--- config.mk ---
export PLATFORM = sky130hd
export DESIGN_NAME = rpn_stack_alu
export DESIGN_NICKNAME = d
export VERILOG_FILES = /design/src/rtl/rpn_pkg.sv /design/src/rtl/stack_ram.sv /design/src/rtl/rpn_stack_alu.sv
export SDC_FILE = /design/constraint.sdc
export NUM_CORES = 2
export LEC_CHECK = 0
export BUFFER_PORTS_ARGS = -buffer_cell sky130_fd_sc_hd__buf_2
export CAP_MARGIN = 20
export CORE_MARGIN = 2
export CORE_UTILIZATION = 35
export CTS_CLUSTER_DIAMETER = 200
export DETAILED_ROUTE_END_ITERATION = 10
export SYNTH_ARGS = -nofsm -noshare
export SYNTH_HDL_FRONTEND = slang
export SYNTH_HIERARCHICAL = 1
export SYNTH_SLANG_ARGS = --single-unit
--- constraint.sdc ---
create_clock -name CLOCK_50 -period 11.7 [get_ports CLOCK_50]
set_input_delay 1.17 -clock CLOCK_50 [delete_from_list [all_inputs] [get_ports CLOCK_50]]
set_output_delay 1.17 -clock CLOCK_50 [all_outputs]
set_load 0.1 [all_outputs]
--- src/rtl/rpn_pkg.sv ---
// Shared opcode and FSM state encodings for the RPN stack engine.
package rpn_pkg;

  typedef enum logic [2:0] {
    OP_PUSH  = 3'b000,
    OP_POP   = 3'b001,
    OP_ADD   = 3'b010,
    OP_SUB   = 3'b011,
    OP_MUL   = 3'b100,
    OP_DUP   = 3'b101,
    OP_SWAP  = 3'b110,
    OP_CLEAR = 3'b111
  } opcode_e;

  typedef enum logic {
    S_IDLE = 1'b0,
    S_READ = 1'b1
  } state_e;

endpackage

--- src/rtl/stack_ram.sv ---
// Single-port stack RAM: synchronous write, registered read with one-cycle latency.
module stack_ram #(
  parameter int DATA_W = 8,
  parameter int ADDR_W = 8
) (
  input  logic              clk_i,
  input  logic              we_i,
  input  logic [ADDR_W-1:0] addr_i,
  input  logic [DATA_W-1:0] wdata_i,
  output logic [DATA_W-1:0] rdata_o
);

  logic [DATA_W-1:0] mem_q [0:(1<<ADDR_W)-1];
  logic [DATA_W-1:0] rdata_q;

  always_ff @(posedge clk_i) begin
    if (we_i) mem_q[addr_i] <= wdata_i;
    rdata_q <= mem_q[addr_i];
  end

  assign rdata_o = rdata_q;

endmodule

--- src/rtl/rpn_stack_alu.sv ---
// RPN stack engine: TOS register plus spill RAM, valid/ready command interface,
// two-cycle ops fetch the next-on-stack entry from RAM before completing.
module rpn_stack_alu
  import rpn_pkg::*;
#(
  parameter int DATA_W = 8,
  parameter int ADDR_W = 8
) (
  input  logic              CLOCK_50,
  input  logic              RESET,
  input  logic              cmd_valid,
  output logic              cmd_ready,
  input  logic [2:0]        cmd_op,
  input  logic [DATA_W-1:0] cmd_data,
  output logic [DATA_W-1:0] top,
  output logic [ADDR_W:0]   depth,
  output logic              empty,
  output logic              full,
  output logic              done,
  output logic              err_overflow,
  output logic              err_underflow
);

  localparam logic [ADDR_W:0]   CAP   = (ADDR_W+1)'(1) << ADDR_W;
  localparam logic [ADDR_W:0]   D_ONE = (ADDR_W+1)'(1);
  localparam logic [ADDR_W:0]   D_TWO = (ADDR_W+1)'(2);
  localparam logic [ADDR_W-1:0] A_ONE = ADDR_W'(1);
  localparam logic [ADDR_W-1:0] A_TWO = ADDR_W'(2);

  state_e            state_q, state_d;
  opcode_e           op_q, op_d, op_in;
  logic [DATA_W-1:0] top_q, top_d;
  logic [ADDR_W:0]   depth_q, depth_d;
  logic              done_q, done_d;
  logic              ovf_q, ovf_d, unf_q, unf_d;

  logic              accept, is_empty, is_full, lt2, needs_read;
  logic [ADDR_W-1:0] addr_m1, addr_m2;
  logic              ram_we;
  logic [ADDR_W-1:0] ram_addr;
  logic [DATA_W-1:0] ram_rdata;

  function automatic logic [DATA_W-1:0] alu_result(input opcode_e op,
                                                   input logic [DATA_W-1:0] nos,
                                                   input logic [DATA_W-1:0] tos);
    case (op)
      OP_ADD:  alu_result = nos + tos;
      OP_SUB:  alu_result = nos - tos;
      OP_MUL:  alu_result = nos * tos;
      default: alu_result = nos;
    endcase
  endfunction

  assign op_in    = opcode_e'(cmd_op);
  assign accept   = cmd_valid && (state_q == S_IDLE);
  assign is_empty = (depth_q == '0);
  assign is_full  = (depth_q == CAP);
  assign lt2      = (depth_q < D_TWO);
  // RAM addresses wrap modulo CAP, so depth==CAP maps to slot CAP-1.
  assign addr_m1  = depth_q[ADDR_W-1:0] - A_ONE;
  assign addr_m2  = depth_q[ADDR_W-1:0] - A_TWO;

  always_comb begin
    needs_read = 1'b0;
    case (op_in)
      OP_POP, OP_ADD, OP_SUB, OP_MUL, OP_SWAP: needs_read = !lt2;
      default:                                 needs_read = 1'b0;
    endcase
  end

  always_ff @(posedge CLOCK_50 or posedge RESET) begin
    if (RESET) state_q <= S_IDLE;
    else       state_q <= state_d;
  end

  always_comb begin
    state_d = state_q;
    case (state_q)
      S_IDLE:  if (accept && needs_read) state_d = S_READ;
      S_READ:  state_d = S_IDLE;
      default: state_d = S_IDLE;
    endcase
  end

  always_comb begin
    cmd_ready = (state_q == S_IDLE);
    top_d     = top_q;
    depth_d   = depth_q;
    done_d    = 1'b0;
    ovf_d     = ovf_q;
    unf_d     = unf_q;
    op_d      = op_q;
    ram_we    = 1'b0;
    ram_addr  = addr_m1;
    if (state_q == S_IDLE) begin
      if (accept) begin
        op_d   = op_in;
        done_d = 1'b1;
        case (op_in)
          OP_PUSH: begin
            if (is_full) ovf_d = 1'b1;
            else begin
              ram_we  = !is_empty;
              top_d   = cmd_data;
              depth_d = depth_q + D_ONE;
            end
          end
          OP_DUP: begin
            if (is_empty)     unf_d = 1'b1;
            else if (is_full) ovf_d = 1'b1;
            else begin
              ram_we  = 1'b1;
              depth_d = depth_q + D_ONE;
            end
          end
          OP_CLEAR: begin
            top_d   = '0;
            depth_d = '0;
            ovf_d   = 1'b0;
            unf_d   = 1'b0;
          end
          OP_POP: begin
            if (is_empty) unf_d = 1'b1;
            else if (depth_q == D_ONE) begin
              top_d   = '0;
              depth_d = '0;
            end else begin
              ram_addr = addr_m2;
              done_d   = 1'b0;
            end
          end
          default: begin
            if (lt2) unf_d = 1'b1;
            else begin
              ram_addr = addr_m2;
              done_d   = 1'b0;
            end
          end
        endcase
      end
    end else begin
      // Completion: RAM read data now holds the next-on-stack entry.
      done_d   = 1'b1;
      ram_addr = addr_m2;
      if (op_q == OP_SWAP) begin
        ram_we = 1'b1;
        top_d  = ram_rdata;
      end else begin
        top_d   = alu_result(op_q, ram_rdata, top_q);
        depth_d = depth_q - D_ONE;
      end
    end
  end

  always_ff @(posedge CLOCK_50 or posedge RESET) begin
    if (RESET) begin
      top_q   <= '0;
      depth_q <= '0;
      done_q  <= 1'b0;
      ovf_q   <= 1'b0;
      unf_q   <= 1'b0;
    end else begin
      top_q   <= top_d;
      depth_q <= depth_d;
      done_q  <= done_d;
      ovf_q   <= ovf_d;
      unf_q   <= unf_d;
    end
  end

  always_ff @(posedge CLOCK_50) op_q <= op_d;

  stack_ram #(.DATA_W(DATA_W), .ADDR_W(ADDR_W)) u_ram (
    .clk_i   (CLOCK_50),
    .we_i    (ram_we),
    .addr_i  (ram_addr),
    .wdata_i (top_q),
    .rdata_o (ram_rdata)
  );

  assign top           = top_q;
  assign depth         = depth_q;
  assign empty         = is_empty;
  assign full          = is_full;
  assign done          = done_q;
  assign err_overflow  = ovf_q;
  assign err_underflow = unf_q;

endmodule
After elaboration in Yosys (flattened, before gate mapping)

Memories as Yosys holds them, arrays and structs flattened. A register that Yosys moved wholly into a read port is not among the register bits.
Cells that the tools add are included.

Flip-flop bits (word level): 24
RAM bits: 2,048
Memories: 1

Memories:

| memory      | depth | width | rd ports | clocked after memory_dff | wr ports | line            | RTL |
|---|---|---|---|---|---|---|---|
| u_ram.mem_q | 256   | 8     | 1        | 1                        | 1        | stack_ram.sv:13 | `logic [DATA_W-1:0] mem_q [0:(1<<ADDR_W)-1];` |

Multipliers: 1
Equal/unequal tests: 20
Magnitude comparators: 1
Multiplexer cells: 46
Add/sub/neg operators: 6
Bitwise logic cells: 2
Reductions and logical operators: 19

Operators by type and width:

| kind                                                        | count |
|---|---|
| 2-to-1 mux 8 bit                                            | 11 |
| 2-to-1 mux 9 bit                                            | 7 |
| one-hot mux 8 bit (3 select lines)                          | 2 |
| one-hot mux 9 bit (4 select lines)                          | 1 |
| 2-to-1 mux 1 bit                                            | 19 |
| == test 3 bit (second input constant)                       | 6 |
| one-hot mux 8 bit (2 select lines)                          | 1 |
| == test 3 x 2 -> 1 bit (second input constant)              | 4 |
| inequality test 3 bit (second input constant)               | 4 |
| AND reduction 5 bit                                         | 2 |
| adder 9 x 1 -> 9 bit (second input constant)                | 1 |
| == test 9 x 1 -> 1 bit (second input constant)              | 1 |
| == test 9 bit (second input constant)                       | 1 |
| logical NOT 9 bit                                           | 1 |
| less-than comparator 9 x 2 -> 1 bit (second input constant) | 1 |
| subtractor 9 x 1 -> 9 bit (second input constant)           | 1 |
| adder 8 bit                                                 | 1 |
| multiplier 8 x 8 -> 8 bit                                   | 1 |
| subtractor 8 x 1 -> 8 bit (second input constant)           | 1 |
| subtractor 8 x 2 -> 8 bit (second input constant)           | 1 |
| subtractor 8 bit                                            | 1 |
| one-hot mux 1 bit (2 select lines)                          | 3 |
| one-hot mux 1 bit (3 select lines)                          | 2 |
| AND reduction 6 bit                                         | 1 |
| other kinds (16)                                            | 21 |

Logic depth before layout (Yosys ltp)

Depth in word-level cells: 8
Depth in mapped cells: 18
Mapped depth without buffers: 16

Hierarchy

Netlist, hierarchy kept.

Modules (own cells, without submodules):

| module        | area an instance (µm²) | sequential area each (µm²) | cells an instance | instances |
|---|---|---|---|---|
| stack_ram     | 78,492.8               | 61,659.1                   | 3,547             | 1 |
| rpn_stack_alu | 3,234.4                | 615.6                      | 396               | 1 |

Worst setup path before layout

OpenSTA, ideal clock, no wires.

Kind: register to register
Start point: register top_q[4] (netlist: top[4])
End point: register top_q[7] (netlist: top[7])
Slack: 3,406 ps
Required time: 11,565 ps
Setup time: 135 ps
Path buffers: 1
Cell stages (with the launch flop): 17
Arrival time: 8,159 ps
Path through: dfrtp_1 > buf_2 > nand2_1 > fa_1 > fa_1 > inv_1 > fa_1 > inv_1 > fa_1 > inv_1 > ha_1 > a21oi_1 > xnor3_1 > xnor3_1 > a222oi_1 > o21ai_1 > a22o_1

Cells in the longest elaborated chain, start to end: 4

Ends and longest elaborated chain:

| what                                                    | line                 | RTL |
|---|---|---|
| from (decl)                                             | rpn_stack_alu.sv:32  | `logic [DATA_W-1:0] top_q, top_d;` |
| from (signal assigned)                                  | rpn_stack_alu.sv:163 | `top_q <= top_d;` |
| multiplier 8 x 8 -> 8 bit, or another cell as far along | rpn_stack_alu.sv:49  | `OP_MUL: alu_result = nos * tos;` |
| one-hot mux 8 bit (3 select lines) (*)                  | rpn_stack_alu.sv:46  | `case (op)` |
| 2-to-1 mux 8 bit (*)                                    | rpn_stack_alu.sv:145 | `if (op_q == OP_SWAP) begin` |
| 2-to-1 mux 8 bit (*)                                    | rpn_stack_alu.sv:95  | `if (state_q == S_IDLE) begin` |

Every way passes the cells marked *; elsewhere a longest branch is shown, timed or not.
A chain may end at the register's enable or synchronous reset.

Worst setup path in the final report

Start point: register state_q
End point: register u_ram.rdata_q[2] (netlist: u_ram/rdata_o[2]), read port of u_ram.mem_q

Cells in the longest elaborated chain, start to end: 4

Ends and longest elaborated chain:

| what                       | line                | RTL |
|---|---|---|
| from (decl)                | rpn_stack_alu.sv:30 | `state_e state_q, state_d;` |
| from (signal assigned)     | rpn_stack_alu.sv:73 | `else state_q <= state_d;` |
| NOT 1 bit (no source line) | -                   |  |
| logical AND 1 bit          | rpn_stack_alu.sv:55 | `assign accept = cmd_valid && (state_q == S_IDLE);` |
| 2-to-1 mux 8 bit           | rpn_stack_alu.sv:96 | `if (accept) begin` |
| 2-to-1 mux 8 bit (*)       | rpn_stack_alu.sv:95 |  |
| named net ram_addr[1]      | rpn_stack_alu.sv:40 | `logic [ADDR_W-1:0] ram_addr;` |
| to (decl)                  | stack_ram.sv:14     | `logic [DATA_W-1:0] rdata_q;` |

Mark *: on every way through the listed nets, which the timed path passes. The rest lies on a longest branch.

==> implementation parameters <==
Parameter                              Value

Logic synthesis
  YS warnings ... 6
  Primary flip-flop cell chosen by synthesis mapping ... edfxtp_1
  Post-synthesis share of cell area spent on full adders, half adders and majority gates ... 0.808%
  Netlist area before placement ... 81700 um2
  Mean instance size in the synthesized netlist ... 20.7 um2
  FFs w/ async S/R, synth ... 1.01%
  Flop and latch count out of synthesis ... 2080
  Synthesized instance count ... approximately 3900
  Parity-gate share of the synthesized area counting xor and xnor cells ... 0.398%
  Largest family of logic cells by synthesized area ... multiplexers
  Count of distinct cell types in the synthesized netlist ... 63
  Total nets after synthesis ... 4002
  Mux cell area share after synthesis ... 14.1%
  Simple-gate share of the synthesized area ... 2.50%
  Share of the yosys chip area belonging to registers ... 76.2%
  Compound-gate portion of the synthesized area ... 4.31%
  Post-synth EDFFs ... 2051

Global routing
  First-pass GRT wire length ... about 300 mm
  Initial antenna violation count ... 12
  Total overflow reported by the global router ... 0
  Met1 global-route usage ... about 24%
  Global routing met2 resource utilization ... 26.0%
  Pin count of the biggest net entering global routing ... 186
  Most used routing layer ... met2
  Overall track demand over capacity in global routing ... roughly 17%
  Global routing met3 resource utilization ... 3.73%
  Vias in the first global route ... 40400

Floorplanning
  Number of rows in the core area ... 177
  Number of top-level pins ... 37
  Effective utilization at floorplan ... 35.2%
  Overall die area ... 237000 um2
  Die X ... 487 um
  Core area ... 232000 um2
  Chip Height ... 487 um

Placed design
  Placer's final routability congestion estimate ... 0.798
  Setup Slack @ Placement ... between 4 and 5 ns
  Count of buffers inserted at the top-level ports ... 36
  DP HPWL ... approximately 120 mm
  Instance area after placement ... between 80000 and 90000 um2

Route
  Number of design rule violations left after detail routing ... 0
  Number of antenna-violating nets in the routed design ... 0
  Total length of routed wires ... a little over 200 mm
  Initial DRC Count ... 4782
  Total iterations of the first detailed-routing run ... 6
  Via/cell ratio ... 5.58
  Total vias in the final route ... between 40000 and 50000
  Average wire per standard cell ... 27.9 um

Worst setup path
  Cell with the most instances on the worst path ... buf_4
  Number of buffer and inverter stages on the critical path ... 4
  Worst Setup Start Kind ... flip-flop
  Delay of the slowest cell on the worst path ... 1.01 ns
  Crit-path slowest cell ... o41ai_2
  CP Max Fanout ... around 120
  Chain of cells forming the critical path ... inv_1 > nand2_1 > a221oi_1 > a21o_1 > a222oi_1 > buf_4 > buf_12 > buf_4 > mux4_2 > a22oi_1 > a21oi_1 > o41ai_2 > nand4_1
  Top cell family by delay on the critical path ... buffers and inverters
  Worst Setup Path Type ... flip-flop to flip-flop
  Arrival time of data at the critical path endpoint ... 7.55 ns
  Reg-to-reg critical path startpoint ... state_q
  FF-to-FF setup slack ... 4.80 ns
  Endpoint type of the worst setup path ... flip-flop
  Critical R2R Capture ... u_ram/rdata_o[2]
  Number of cells on the worst reg-to-reg path ... 13
  Critical path data required time ... 12.36 ns

Clocking
  TritonCTS Buffers ... 206
  Resize count post-CTS ... 0
  Source-to-sink clock delay at the later pin of the worst-skew pair ... 0.83 ns
  Number of setup buffers added after CTS ... 0
  Maximum level of the CTS H-tree ... 4
  Clock root buffer master ... clkbuf_16
  CTS tree ... done
  Sink count of the clock tree ... 2080
  Clock buffer depth ... 3
  Post-CTS clock slew at the launch and capture registers of the worst setup and hold paths ... about 0.060 ns
  Post-cts hold buffer count ... 0

Worst hold path
  Worst hold path class ... input port to async pin

Run
  MaxCap Viol Count ... 0

Outcome
  Status ... finished, final reports clean

Final layout
  Final instance area ... 92500 um2
  Commonest non-fill, non-tap cells in the layout ... edfxtp_1, mux4_2, a22oi_1
  Final #Nets ... 4102
  Most frequent standard cell in the layout excluding fill and tap cells ... edfxtp_1
  Layout cells sized above 1 ... 23.9%
  Area added between synthesis and finish ... 13.2%

STA
  Ratio of final minimum period to clock period ... 59.0%
  Aggregate negative setup slack ... 0 ns
  Number of pins exceeding their max-slew limit in the final report ... 0
  Transition at the pin with the smallest max-transition slack ... 1.20 ns
  Final setup vio count ... 0
  Maximum clock frequency ... 145 MHz
  Slew HR ... 20.1%
  Final Hold Fails ... 0
  RSZ-0062 raised after global routing ... no
  Clk_skew ... around 0.032 ns
  Worst setup slack after layout ... approximately 4.8 ns
  Min cycle time layout ... 6.90 ns

Pwr
  Pwr dens ... 288 nW/um2
  Worst IR drop on VDD ... 0.346 mV
  Total power ... 0.0266 W
  Leakage power summed over all cells ... 28.4 nW
==> cell families after synthesis <==
family / Yosys count
AOI/OAI and AO/OA: 518
xor gates and xnor gates: 34
adders and majority gates: 45
buffers and inverters: 295
DFF: 2080
muxes: 513
and+or+nand+nor: 458
==> sequential cells by signal, indices dropped and copies added, names as in the netlist <==
signal and count:
u_ram/mem_q 2048, op_q 3, state_q 1, top 8, err_underflow 1, depth 9, err_overflow 1, done 1
u_ram/rdata_o 8
==> per-layer routing <==
layer | share of wire (%) | vias up
met4 | 2.2 | 2
met3 | 8.6 | 260
met2 | 47 | 1723
li1 | - | 16700
met1 | 42 | 21800
met5 | 0.0064 | -
==> report_power, final <==
| group | switching [W] | leakage [nW] | total, W | internal [W] |
|---|---|---|---|---|
| Sequential | 0.000354 | 18.9 | 0.00965 | 0.00929 |
| Combinational | 0.00664 | 6.23 | 0.0104 | 0.00371 |
| Clock | 0.00279 | 3.30 | 0.00662 | 0.00382 |
| Total | 0.00979 | 28.4 | 0.0266 | 0.0168 |
==> worst max path at each step <==
stage          slack (ns)                to       from  cells after the start
6_report             4.80  u_ram/rdata_o[2]    state_q                     13
5_1_grt              4.50  u_ram/rdata_o[6]    state_q                     13
4_1_cts              5.02  u_ram/rdata_o[6]    state_q                     13
3_5_place_dp         4.47  u_ram/rdata_o[6]  cmd_op[0]                     15
3_3_place_gp         3.76  u_ram/rdata_o[5]  cmd_op[0]                     15
2_1_floorplan        3.41            top[7]     top[4]                     16
==> cell usage after synthesis (all sizes together), types with 2 or more instances <==
cell	instances	area, um2
o21a	2	15.0
nor3b	3	27.5
nand3	17	90.1
a221oi	4	35.0
nor3	46	235
nand2	66	248
o221ai	2	17.5
and2	18	113
dfrtp	21	526
nand4b	3	26.3
o31ai	5	37.5
xnor2	20	175
or4	2	18.8
and3	4	25.0
xor2	12	105
mux4	512	11500
o22ai	5	37.5
nand4	11	68.8
inv	42	158
fa	13	260
nor2b	13	81.3
xnor3	2	45.0
nand2b	12	75.1
or3	2	12.5
a21oi	153	766
or2	2	12.5
o21ai	29	149
ha	32	400
a221o	5	51.3
o41ai	33	289
nor2	254	953
edfxtp	2051	61600
buf	98	619
nor4b	2	23.8
a22oi	263	1970
clkbuf	155	582
a222oi	3	30.0
dfxtp	8	160
nor4	3	31.3
a21o	6	52.6
==> per-stage QoR <==
| stage | hold slack (ns) | cells | utilization, % |
|---|---|---|---|
| 2_1_floorplan | 0.621 | 3943 | - |
| 3_3_place_gp | 0.524 | 6866 | 36.8 |
| 3_5_place_dp | 0.511 | 6875 | 36.9 |
| 4_1_cts | 0.489 | 7253 | 39.8 |
| 5_1_grt | 0.542 | 7256 | 39.8 |
| 6_report | 0.504 | 7257 | 39.8 |
==> area by class of cell <==
type                    instances  area, um2
fillers                     20300     140000
flip-flops and latches       2080      62300
multi-input cells            1568      18300
clock buffers                 240       5330
well taps                    3043       3810
clock inverters               138       1420
repair buffers                145       1160
inverters                      42        158
diodes                          1       2.50
No activity file was read; power rests on OpenSTA's default activity.
